===== config.mk =====
export PLATFORM = sky130hd
export DESIGN_NAME = pipe_ctrl_flat
export DESIGN_NICKNAME = d
export VERILOG_FILES = /design/src/rtl/pipe_ctrl_pkg.sv /design/src/rtl/pipe_ctrl_if.sv /design/src/rtl/pipe_ctrl_ctrl_decode.sv /design/src/rtl/pipe_ctrl.sv /design/src/flat_wrapper.sv
export SDC_FILE = /design/constraint.sdc
export NUM_CORES = 1
export LEC_CHECK = 0
export CAP_MARGIN = 20
export CORE_ASPECT_RATIO = 0.9
export CORE_MARGIN = 2
export CORE_UTILIZATION = 45
export CTS_BUF_LIST = sky130_fd_sc_hd__clkbuf_8
export DETAILED_ROUTE_END_ITERATION = 16
export PLACE_DENSITY = 0.85
export SETUP_SLACK_MARGIN = 0.3
export SKIP_CTS_REPAIR_TIMING = 1
export SYNTH_ARGS = -nofsm -noshare
export SYNTH_HDL_FRONTEND = slang
export SYNTH_SLANG_ARGS = --single-unit

===== constraint.sdc =====
create_clock -name clk -period 6.6 [get_ports clk]
set_clock_uncertainty 0.15 [all_clocks]
set_input_delay 1.65 -clock clk [delete_from_list [all_inputs] [get_ports clk]]
set_output_delay 1.65 -clock clk [all_outputs]
set_load 0.01 [all_outputs]

===== src/rtl/pipe_ctrl_pkg.sv =====
// pipe_ctrl_pkg: opcode/funct constants, control encodings and bundle types for pipe_ctrl.
// Muldiv bundle fields exist only when PIPE_CTRL_MULDIV_EN is defined.
package pipe_ctrl_pkg;
   localparam logic [5:0] OP_RTYPE = 6'h00, OP_J = 6'h02, OP_JAL = 6'h03, OP_BEQ = 6'h04;
   localparam logic [5:0] OP_ADDI = 6'h08, OP_ADDIU = 6'h09, OP_SLTI = 6'h0a, OP_SLTIU = 6'h0b;
   localparam logic [5:0] OP_ANDI = 6'h0c, OP_ORI = 6'h0d, OP_XORI = 6'h0e, OP_LUI = 6'h0f;
   localparam logic [5:0] OP_LW = 6'h23, OP_SW = 6'h2b;
   localparam logic [5:0] F_SLL = 6'h00, F_SRL = 6'h02, F_SRA = 6'h03, F_JR = 6'h08, F_JALR = 6'h09;
   localparam logic [5:0] F_MFHI = 6'h10, F_MFLO = 6'h12;
   localparam logic [2:0] ALU_ADD = 3'b000, ALU_BEQ = 3'b001, ALU_R = 3'b010, ALU_AND = 3'b100, ALU_SLT = 3'b101;
   typedef enum logic [1:0] {RD_RT = 2'b00, RD_RD = 2'b01, RD_31 = 2'b10} regdst_e;
   typedef enum logic [1:0] {MR_ALU = 2'b00, MR_MEM = 2'b01, MR_PC4 = 2'b10} memtoreg_e;
   typedef enum logic [1:0] {PC_SEQ = 2'b00, PC_J = 2'b01, PC_JR = 2'b10} pcsrc_e;
   typedef struct packed {
      logic       valid;
      logic       uses_rt;
      logic       alusrc1;
      logic       alusrc2;
      logic       branch;
      logic [3:0] aluop;
      logic       memread;
      logic       memwrite;
      logic       regwrite;
      logic       luop;
      memtoreg_e  memtoreg;
      pcsrc_e     pcsrc;
`ifdef PIPE_CTRL_MULDIV_EN
      logic       muldiv;
      logic       mfhilo;
`endif
   } ctrl_t;
   typedef struct packed {
      logic       valid;
      logic       alusrc1;
      logic       alusrc2;
      logic       branch;
      logic [3:0] aluop;
      logic       memread;
      logic       memwrite;
      logic       regwrite;
      memtoreg_e  memtoreg;
`ifdef PIPE_CTRL_MULDIV_EN
      logic       muldiv;
`endif
   } ex_t;
   typedef struct packed {
      logic      memread;
      logic      memwrite;
      logic      regwrite;
      memtoreg_e memtoreg;
   } mem_t;
   typedef struct packed {
      logic      regwrite;
      memtoreg_e memtoreg;
   } wb_t;
   function automatic logic is_muldiv(input logic [5:0] f);
      return f[5:2] == 4'b0110;
   endfunction
   function automatic logic is_shift(input logic [5:0] f);
      return f == F_SLL || f == F_SRL || f == F_SRA;
   endfunction
endpackage


===== src/rtl/pipe_ctrl_if.sv =====
// pipe_ctrl_if: ID-stage inputs and pipelined control outputs of pipe_ctrl.
// master drives the ID fields (datapath side); slave is the control unit.
interface pipe_ctrl_if #(parameter int REG_AW = 5);
   logic              id_valid;
   logic [5:0]        id_opcode, id_funct;
   logic [REG_AW-1:0] id_rs, id_rt, id_rd;
   logic              branch_taken_ex;
   logic              pc_write, ifid_write, flush_ifid;
   logic [1:0]        id_pcsrc;
   logic              id_extop, id_luop;
   logic              ex_valid, ex_alusrc1, ex_alusrc2, ex_branch;
   logic [3:0]        ex_aluop;
   logic              ex_memread, ex_memwrite, ex_regwrite;
   logic [REG_AW-1:0] ex_wdst;
   logic              mem_memread, mem_memwrite, mem_regwrite;
   logic [1:0]        mem_memtoreg;
   logic [REG_AW-1:0] mem_wdst;
   logic              wb_regwrite;
   logic [1:0]        wb_memtoreg;
   logic [REG_AW-1:0] wb_wdst;
   logic              muldiv_start, muldiv_busy;
   modport master (
      output id_valid, id_opcode, id_funct, id_rs, id_rt, id_rd, branch_taken_ex,
      input  pc_write, ifid_write, flush_ifid, id_pcsrc, id_extop, id_luop,
      input  ex_valid, ex_alusrc1, ex_alusrc2, ex_branch, ex_aluop, ex_memread, ex_memwrite, ex_regwrite, ex_wdst,
      input  mem_memread, mem_memwrite, mem_regwrite, mem_memtoreg, mem_wdst,
      input  wb_regwrite, wb_memtoreg, wb_wdst, muldiv_start, muldiv_busy
   );
   modport slave (
      input  id_valid, id_opcode, id_funct, id_rs, id_rt, id_rd, branch_taken_ex,
      output pc_write, ifid_write, flush_ifid, id_pcsrc, id_extop, id_luop,
      output ex_valid, ex_alusrc1, ex_alusrc2, ex_branch, ex_aluop, ex_memread, ex_memwrite, ex_regwrite, ex_wdst,
      output mem_memread, mem_memwrite, mem_regwrite, mem_memtoreg, mem_wdst,
      output wb_regwrite, wb_memtoreg, wb_wdst, muldiv_start, muldiv_busy
   );
endinterface


===== src/rtl/pipe_ctrl_ctrl_decode.sv =====
// ctrl_decode: combinational opcode/funct decode into the ID control bundle and resolved destination.
// Muldiv functs become no-write bubbles unless PIPE_CTRL_MULDIV_EN is defined.
module ctrl_decode
   import pipe_ctrl_pkg::*;
#(parameter int REG_AW = 5) (
   input  logic              id_valid,
   input  logic [5:0]        opcode,
   input  logic [5:0]        funct,
   input  logic [REG_AW-1:0] rt,
   input  logic [REG_AW-1:0] rd,
   output ctrl_t             ctl,
   output logic [REG_AW-1:0] wdst
);
   ctrl_t             c;
   regdst_e           regdst;
   logic [REG_AW-1:0] w;
   always_comb begin
      c = '0;
      regdst = RD_RT;
      case (opcode)
         OP_RTYPE: begin
            c.valid = 1'b1;
            c.uses_rt = 1'b1;
            c.regwrite = 1'b1;
            c.alusrc1 = is_shift(funct);
            regdst = RD_RD;
            if (funct == F_JR || funct == F_JALR) begin
               c.pcsrc = PC_JR;
               c.regwrite = funct == F_JALR;
               c.memtoreg = MR_PC4;
            end
            if (is_muldiv(funct)) begin
               c.regwrite = 1'b0;
`ifdef PIPE_CTRL_MULDIV_EN
               c.muldiv = 1'b1;
`else
               c.valid = 1'b0;
`endif
            end
`ifdef PIPE_CTRL_MULDIV_EN
            c.mfhilo = funct == F_MFHI || funct == F_MFLO;
`endif
         end
         OP_ADDI, OP_ADDIU, OP_SLTI, OP_SLTIU, OP_ANDI, OP_ORI, OP_XORI, OP_LUI: begin
            c.valid = 1'b1;
            c.alusrc2 = 1'b1;
            c.regwrite = 1'b1;
         end
         OP_LW: begin
            c.valid = 1'b1;
            c.alusrc2 = 1'b1;
            c.memread = 1'b1;
            c.regwrite = 1'b1;
            c.memtoreg = MR_MEM;
         end
         OP_SW: begin
            c.valid = 1'b1;
            c.alusrc2 = 1'b1;
            c.memwrite = 1'b1;
            c.uses_rt = 1'b1;
         end
         OP_BEQ: begin
            c.valid = 1'b1;
            c.branch = 1'b1;
            c.uses_rt = 1'b1;
         end
         OP_J: begin
            c.valid = 1'b1;
            c.pcsrc = PC_J;
         end
         OP_JAL: begin
            c.valid = 1'b1;
            c.pcsrc = PC_J;
            c.regwrite = 1'b1;
            c.memtoreg = MR_PC4;
            regdst = RD_31;
         end
         default: ;
      endcase
      c.luop = opcode == OP_LUI;
      c.aluop = {opcode[0], opcode == OP_RTYPE ? ALU_R : opcode == OP_BEQ ? ALU_BEQ :
                 opcode == OP_ANDI ? ALU_AND : (opcode == OP_SLTI || opcode == OP_SLTIU) ? ALU_SLT : ALU_ADD};
      w = regdst == RD_RD ? rd : regdst == RD_31 ? REG_AW'(31) : rt;
      c.regwrite = c.regwrite && w != '0;
      ctl = id_valid ? c : '0;
      wdst = id_valid ? w : '0;
   end
endmodule


===== src/rtl/pipe_ctrl.sv =====
// pipe_ctrl: five-stage MIPS control pipeline with load-use, jr and branch hazard handling.
// Define PIPE_CTRL_MULDIV_EN to add the multi-cycle multiply/divide interlock.
module pipe_ctrl
   import pipe_ctrl_pkg::*;
#(parameter int REG_AW = 5, parameter int MULDIV_LAT = 32) (
   input logic        clk,
   input logic        reset,
   pipe_ctrl_if.slave p
);
   ctrl_t             dec;
   logic [REG_AW-1:0] dec_wdst, ex_wdst_d, ex_wdst_q, mem_wdst_d, mem_wdst_q, wb_wdst_d, wb_wdst_q;
   ex_t               ex_d, ex_q;
   mem_t              mem_d, mem_q;
   wb_t               wb_d, wb_q;
   logic              load_use, jr_stall, md_stall, stall, flush_br, bubble;
   ctrl_decode #(.REG_AW(REG_AW)) u_dec (
      .id_valid(p.id_valid), .opcode(p.id_opcode), .funct(p.id_funct),
      .rt(p.id_rt), .rd(p.id_rd), .ctl(dec), .wdst(dec_wdst)
   );
`ifdef PIPE_CTRL_MULDIV_EN
   localparam int CW = $clog2(MULDIV_LAT + 1);
   logic [CW-1:0] cnt_d, cnt_q;
   assign md_stall = cnt_q != '0 && (dec.muldiv || dec.mfhilo);
   always_comb cnt_d = ex_d.muldiv ? CW'(MULDIV_LAT) : cnt_q - CW'(cnt_q != '0);
   always_ff @(posedge clk) cnt_q <= !reset ? '0 : cnt_d;
   assign p.muldiv_start = ex_q.muldiv;
   assign p.muldiv_busy = cnt_q != '0;
`else
   assign md_stall = 1'b0;
   assign p.muldiv_start = 1'b0;
   assign p.muldiv_busy = 1'b0;
`endif
   always_comb begin
      flush_br = ex_q.branch && p.branch_taken_ex;
      load_use = dec.valid && ex_q.memread && ex_wdst_q != '0 &&
                 (ex_wdst_q == p.id_rs || (dec.uses_rt && ex_wdst_q == p.id_rt));
      jr_stall = dec.pcsrc == PC_JR && ((ex_q.regwrite && ex_wdst_q == p.id_rs) ||
                                        (mem_q.memread && mem_wdst_q == p.id_rs));
      stall = load_use || jr_stall || md_stall;
      bubble = stall || flush_br;
   end
   always_comb begin
      ex_d = '0;
      ex_d.valid = dec.valid;
      ex_d.alusrc1 = dec.alusrc1;
      ex_d.alusrc2 = dec.alusrc2;
      ex_d.branch = dec.branch;
      ex_d.aluop = dec.aluop;
      ex_d.memread = dec.memread;
      ex_d.memwrite = dec.memwrite;
      ex_d.regwrite = dec.regwrite;
      ex_d.memtoreg = dec.memtoreg;
`ifdef PIPE_CTRL_MULDIV_EN
      ex_d.muldiv = dec.muldiv;
`endif
      if (bubble) ex_d = '0;
      ex_wdst_d = bubble ? '0 : dec_wdst;
      mem_d = '{memread: ex_q.memread, memwrite: ex_q.memwrite, regwrite: ex_q.regwrite, memtoreg: ex_q.memtoreg};
      mem_wdst_d = ex_wdst_q;
      wb_d = '{regwrite: mem_q.regwrite, memtoreg: mem_q.memtoreg};
      wb_wdst_d = mem_wdst_q;
   end
   always_ff @(posedge clk) begin
      if (!reset) begin
         ex_q <= '0;
         ex_wdst_q <= '0;
         mem_q <= '0;
         mem_wdst_q <= '0;
         wb_q <= '0;
         wb_wdst_q <= '0;
      end else begin
         ex_q <= ex_d;
         ex_wdst_q <= ex_wdst_d;
         mem_q <= mem_d;
         mem_wdst_q <= mem_wdst_d;
         wb_q <= wb_d;
         wb_wdst_q <= wb_wdst_d;
      end
   end
   // a taken branch squashes whatever ID holds, so it wins over any stall
   assign p.pc_write = flush_br || !stall;
   assign p.ifid_write = flush_br || !stall;
   assign p.flush_ifid = flush_br || (dec.pcsrc != PC_SEQ && !stall);
   assign p.id_pcsrc = flush_br ? PC_SEQ : dec.pcsrc;
   assign p.id_extop = 1'b1;
   assign p.id_luop = dec.luop;
   assign p.ex_valid = ex_q.valid;
   assign p.ex_alusrc1 = ex_q.alusrc1;
   assign p.ex_alusrc2 = ex_q.alusrc2;
   assign p.ex_branch = ex_q.branch;
   assign p.ex_aluop = ex_q.aluop;
   assign p.ex_memread = ex_q.memread;
   assign p.ex_memwrite = ex_q.memwrite;
   assign p.ex_regwrite = ex_q.regwrite;
   assign p.ex_wdst = ex_wdst_q;
   assign p.mem_memread = mem_q.memread;
   assign p.mem_memwrite = mem_q.memwrite;
   assign p.mem_regwrite = mem_q.regwrite;
   assign p.mem_memtoreg = mem_q.memtoreg;
   assign p.mem_wdst = mem_wdst_q;
   assign p.wb_regwrite = wb_q.regwrite;
   assign p.wb_memtoreg = wb_q.memtoreg;
   assign p.wb_wdst = wb_wdst_q;
endmodule

===== src/flat_wrapper.sv =====
// flat-port wrapper written by rule: the top's interface ports become plain ports
module pipe_ctrl_flat import pipe_ctrl_pkg::*;
#(parameter int REG_AW = 5, parameter int MULDIV_LAT = 32)
  (clk, reset, p_id_valid, p_id_opcode, p_id_funct, p_id_rs, p_id_rt, p_id_rd, p_branch_taken_ex, p_pc_write, p_ifid_write, p_flush_ifid, p_id_pcsrc, p_id_extop, p_id_luop, p_ex_valid, p_ex_alusrc1, p_ex_alusrc2, p_ex_branch, p_ex_aluop, p_ex_memread, p_ex_memwrite, p_ex_regwrite, p_ex_wdst, p_mem_memread, p_mem_memwrite, p_mem_regwrite, p_mem_memtoreg, p_mem_wdst, p_wb_regwrite, p_wb_memtoreg, p_wb_wdst, p_muldiv_start, p_muldiv_busy);
  pipe_ctrl_if #(.REG_AW(REG_AW)) p_i ();
  input logic clk;
  input logic reset;
  input wire logic [$bits(p_i.id_valid)-1:0] p_id_valid;
  input wire logic [$bits(p_i.id_opcode)-1:0] p_id_opcode;
  input wire logic [$bits(p_i.id_funct)-1:0] p_id_funct;
  input wire logic [$bits(p_i.id_rs)-1:0] p_id_rs;
  input wire logic [$bits(p_i.id_rt)-1:0] p_id_rt;
  input wire logic [$bits(p_i.id_rd)-1:0] p_id_rd;
  input wire logic [$bits(p_i.branch_taken_ex)-1:0] p_branch_taken_ex;
  output wire logic [$bits(p_i.pc_write)-1:0] p_pc_write;
  output wire logic [$bits(p_i.ifid_write)-1:0] p_ifid_write;
  output wire logic [$bits(p_i.flush_ifid)-1:0] p_flush_ifid;
  output wire logic [$bits(p_i.id_pcsrc)-1:0] p_id_pcsrc;
  output wire logic [$bits(p_i.id_extop)-1:0] p_id_extop;
  output wire logic [$bits(p_i.id_luop)-1:0] p_id_luop;
  output wire logic [$bits(p_i.ex_valid)-1:0] p_ex_valid;
  output wire logic [$bits(p_i.ex_alusrc1)-1:0] p_ex_alusrc1;
  output wire logic [$bits(p_i.ex_alusrc2)-1:0] p_ex_alusrc2;
  output wire logic [$bits(p_i.ex_branch)-1:0] p_ex_branch;
  output wire logic [$bits(p_i.ex_aluop)-1:0] p_ex_aluop;
  output wire logic [$bits(p_i.ex_memread)-1:0] p_ex_memread;
  output wire logic [$bits(p_i.ex_memwrite)-1:0] p_ex_memwrite;
  output wire logic [$bits(p_i.ex_regwrite)-1:0] p_ex_regwrite;
  output wire logic [$bits(p_i.ex_wdst)-1:0] p_ex_wdst;
  output wire logic [$bits(p_i.mem_memread)-1:0] p_mem_memread;
  output wire logic [$bits(p_i.mem_memwrite)-1:0] p_mem_memwrite;
  output wire logic [$bits(p_i.mem_regwrite)-1:0] p_mem_regwrite;
  output wire logic [$bits(p_i.mem_memtoreg)-1:0] p_mem_memtoreg;
  output wire logic [$bits(p_i.mem_wdst)-1:0] p_mem_wdst;
  output wire logic [$bits(p_i.wb_regwrite)-1:0] p_wb_regwrite;
  output wire logic [$bits(p_i.wb_memtoreg)-1:0] p_wb_memtoreg;
  output wire logic [$bits(p_i.wb_wdst)-1:0] p_wb_wdst;
  output wire logic [$bits(p_i.muldiv_start)-1:0] p_muldiv_start;
  output wire logic [$bits(p_i.muldiv_busy)-1:0] p_muldiv_busy;
  assign p_i.id_valid = p_id_valid;
  assign p_i.id_opcode = p_id_opcode;
  assign p_i.id_funct = p_id_funct;
  assign p_i.id_rs = p_id_rs;
  assign p_i.id_rt = p_id_rt;
  assign p_i.id_rd = p_id_rd;
  assign p_i.branch_taken_ex = p_branch_taken_ex;
  assign p_pc_write = p_i.pc_write;
  assign p_ifid_write = p_i.ifid_write;
  assign p_flush_ifid = p_i.flush_ifid;
  assign p_id_pcsrc = p_i.id_pcsrc;
  assign p_id_extop = p_i.id_extop;
  assign p_id_luop = p_i.id_luop;
  assign p_ex_valid = p_i.ex_valid;
  assign p_ex_alusrc1 = p_i.ex_alusrc1;
  assign p_ex_alusrc2 = p_i.ex_alusrc2;
  assign p_ex_branch = p_i.ex_branch;
  assign p_ex_aluop = p_i.ex_aluop;
  assign p_ex_memread = p_i.ex_memread;
  assign p_ex_memwrite = p_i.ex_memwrite;
  assign p_ex_regwrite = p_i.ex_regwrite;
  assign p_ex_wdst = p_i.ex_wdst;
  assign p_mem_memread = p_i.mem_memread;
  assign p_mem_memwrite = p_i.mem_memwrite;
  assign p_mem_regwrite = p_i.mem_regwrite;
  assign p_mem_memtoreg = p_i.mem_memtoreg;
  assign p_mem_wdst = p_i.mem_wdst;
  assign p_wb_regwrite = p_i.wb_regwrite;
  assign p_wb_memtoreg = p_i.wb_memtoreg;
  assign p_wb_wdst = p_i.wb_wdst;
  assign p_muldiv_start = p_i.muldiv_start;
  assign p_muldiv_busy = p_i.muldiv_busy;
  pipe_ctrl #(.REG_AW(REG_AW), .MULDIV_LAT(MULDIV_LAT)) u_core (.clk(clk), .reset(reset), .p(p_i));
endmodule

==> results.json <==
{
  "synth_warnings": 0,
  "setup_viol": 0,
  "h-tree-depth": 2,
  "yosys_most_used_dff": "dfxtp_1",
  "numClockSinks": 36,
  "die_area_um2": 4340,
  "routedWlPerCell_um": 13.8,
  "required_ps": 4800,
  "ys_types": 44,
  "synth_most_common_cell": "dfxtp_1",
  "crit_fanout": 10,
  "ys_async_sr_fraction": 0,
  "first_pass_iters": 4,
  "cap_viol_max_count": 0,
  "clock.fmax_mhz": 163,
  "syn_avg_cell_area_um2": 8.62,
  "synth_top_family_by_area": "simple AND/OR/NAND/NOR gates",
  "ys_seq_elements": 36,
  "hp-class": "flip-flop to flip-flop",
  "ant_nets": 0,
  "antenna_found_initial": 0,
  "period_share": 0.928,
  "fin_crit_ps": 6120,
  "coreArea_um2": 3700,
  "finalSetupTns_ps": 0,
  "rr_worst_depth": 6,
  "clock_path_buffers": 2,
  "power_density_nw_per_um2": 191,
  "layout_setup_ws_ps": 478,
  "diodes": 0,
  "fin_util": 0.682,
  "gp_congestion": 0.803,
  "yosysSeqAreaShare": 0.418,
  "cts_tree": "done",
  "worstHoldPathCells": 1,
  "vdd_drop_max_mv": 0.0874,
  "critPathLaunchType": "input port",
  "syn_inst": 200,
  "vias": 1683,
  "drc": 0,
  "synth-compound-area-share": 0.141,
  "hold_viol_final": 0,
  "cts_made_buffers": 5,
  "status": "completed",
  "grt_pass1_wl_um": 7330,
  "grt_pass1_vias": 1586,
  "multi_input_area_um2": 886,
  "arrival_ps": 4320,
  "grt.overflow.total": 0,
  "syn_to_final_growth_pct": 46.6,
  "layout.nets": 298,
  "start_util": 0.465,
  "port_buffers": 70,
  "clk_latency_ps": 280,
  "synth_edf_count": 0,
  "drt_wl_total_um": 4320,
  "criticalPathCategory": "input port to output port",
  "yosys-top-cells-area": "dfxtp_1 (42%), and2_1 (6.9%), xnor2_1 (5.6%), nor2_1 (5.2%), buf_4 (3.5%)",
  "synthTopCellsByCount": "dfxtp_1 (36), nor2_1 (24), and2_1 (19), xnor2_1 (11)",
  "synth_top_area_cell": "dfxtp_1",
  "fillCellCount": 291,
  "cp-end-kind": "output port",
  "yosys.area_share.adder": 0,
  "drive_gt1_frac": 0.0709,
  "cts_root_buf": "clkbuf_8",
  "p_leak_uw": 0.000930,
  "io_pins": 74,
  "grtUsageTotal": 0.208,
  "dp_hpwl_um": 3280,
  "grt_setup_unrepaired": "no",
  "drt_iter0_drc": 112,
  "synth_top_area_frac": 0.418,
  "dieWidth_um": 69.2,
  "grt_max_degree": 20,
  "slew_violations": 0,
  "rows": 21,
  "drt-vias-per-instance": 5.36,
  "synth.mux.area_fraction": 0,
  "clk_pin_slew_ps": 70,
  "syn-cell-area_um2": 1720,
  "synthXorXnorAreaFrac": 0.0762,
  "place_ws_ps": 406,
  "die_h_um": 62.7,
  "regArea_um2": 721,
  "yosys.area_share.simple": 0.287
}
## per-stage QoR
stage / instances / hold WS, ps / instance area (µm²) / power [µW]
6_report: 314 / 289 / 2530 / 483
5_1_grt: 314 / 315 / 2530 / 506
4_1_cts: 314 / 287 / 2520 / 486
3_5_place_dp: 306 / 273 / 2410 / 300
3_3_place_gp: 306 / 272 / 2410 / 299
2_1_floorplan: 201 / 262 / 1730 / 265
## kinds of logic (layout without fill, tap and decap cells)
group / Yosys count / in the layout
AO/OA/AOI/OAI: 35 / 35
XOR/XNOR: 15 / 15
buffers and inverters: 20 / 87
flip-flops: 36 / 36
other: 2 / 3
AND/OR/NAND/NOR: 92 / 92
## layout by cell type, fill, tap and decap left out, drive strengths merged, types with 2 or more instances in the layout
master         count
a21oi              6
a2bb2oi            3
a31oi              2
and2              19
and2b              2
and3               2
buf                5
clkbuf             5
clkdlybuf4s50     69
conb               3
dfxtp             36
inv                5
nand2             10
nand2b             2
nand3              4
nand4              4
nor2              24
nor3              10
nor4               4
o21ai              9
o22ai              5
or2                3
or3                2
or4                4
xnor2             11
xor2               4
## worst paths after layout
path                                     startpoint                        to  slack, ps
worst max-delay path                 p_id_opcode[2]              p_flush_ifid        480
worst min-delay path                 u_core.ex_q[1]  u_core.p.mem_memtoreg[1]        290
worst max register to register  u_core.p.ex_wdst[1]       u_core.p.ex_wdst[2]       4560
worst min register to register       u_core.ex_q[1]  u_core.p.mem_memtoreg[1]        290
## layout make-up
type	instances	share of cell area
multi-input cells	145	0.350
flip-flops and latches	36	0.285
well taps	46	0.0228
repair buffers	75	0.293
clock inverters	3	0.0153
clock buffers	5	0.0272
inverters	4	0.00594
## registers in the layout, summed over array words and instances, names as in the netlist, 2 cells and up
name                   count
u_core.p.mem_wdst          5
u_core.p.mem_memtoreg      2
u_core.p.wb_memtoreg       2
u_core.p.ex_aluop          4
u_core.ex_q                2
u_core.p.wb_wdst           5
u_core.p.ex_wdst           5
## power by group
part,leakage [µW],switching [µW],internal (µW),total [µW]
Combinational,0.000580,33.2,38.9,72.1
Clock,0.0000593,76.1,111,187
Sequential,0.000292,3.46,221,224
Total,0.000930,113,370,483
## critical path, cell delays in order
cell,delay (ps)
clkdlybuf4s50_1,570
or4_4,530
a211o_1,270
o21a_1,130
o21bai_1,200
or2_1,270
a32o_1,230
clkdlybuf4s50_1,480
## layer usage
layer / GRT usage / part of all wire
met5: 0 / 0
met4: 0.0907 / 0.020
met3: 0.0677 / 0.084
met2: 0.325 / 0.45
met1: 0.263 / 0.45
Note: power is estimated with default switching activity, not from simulation.
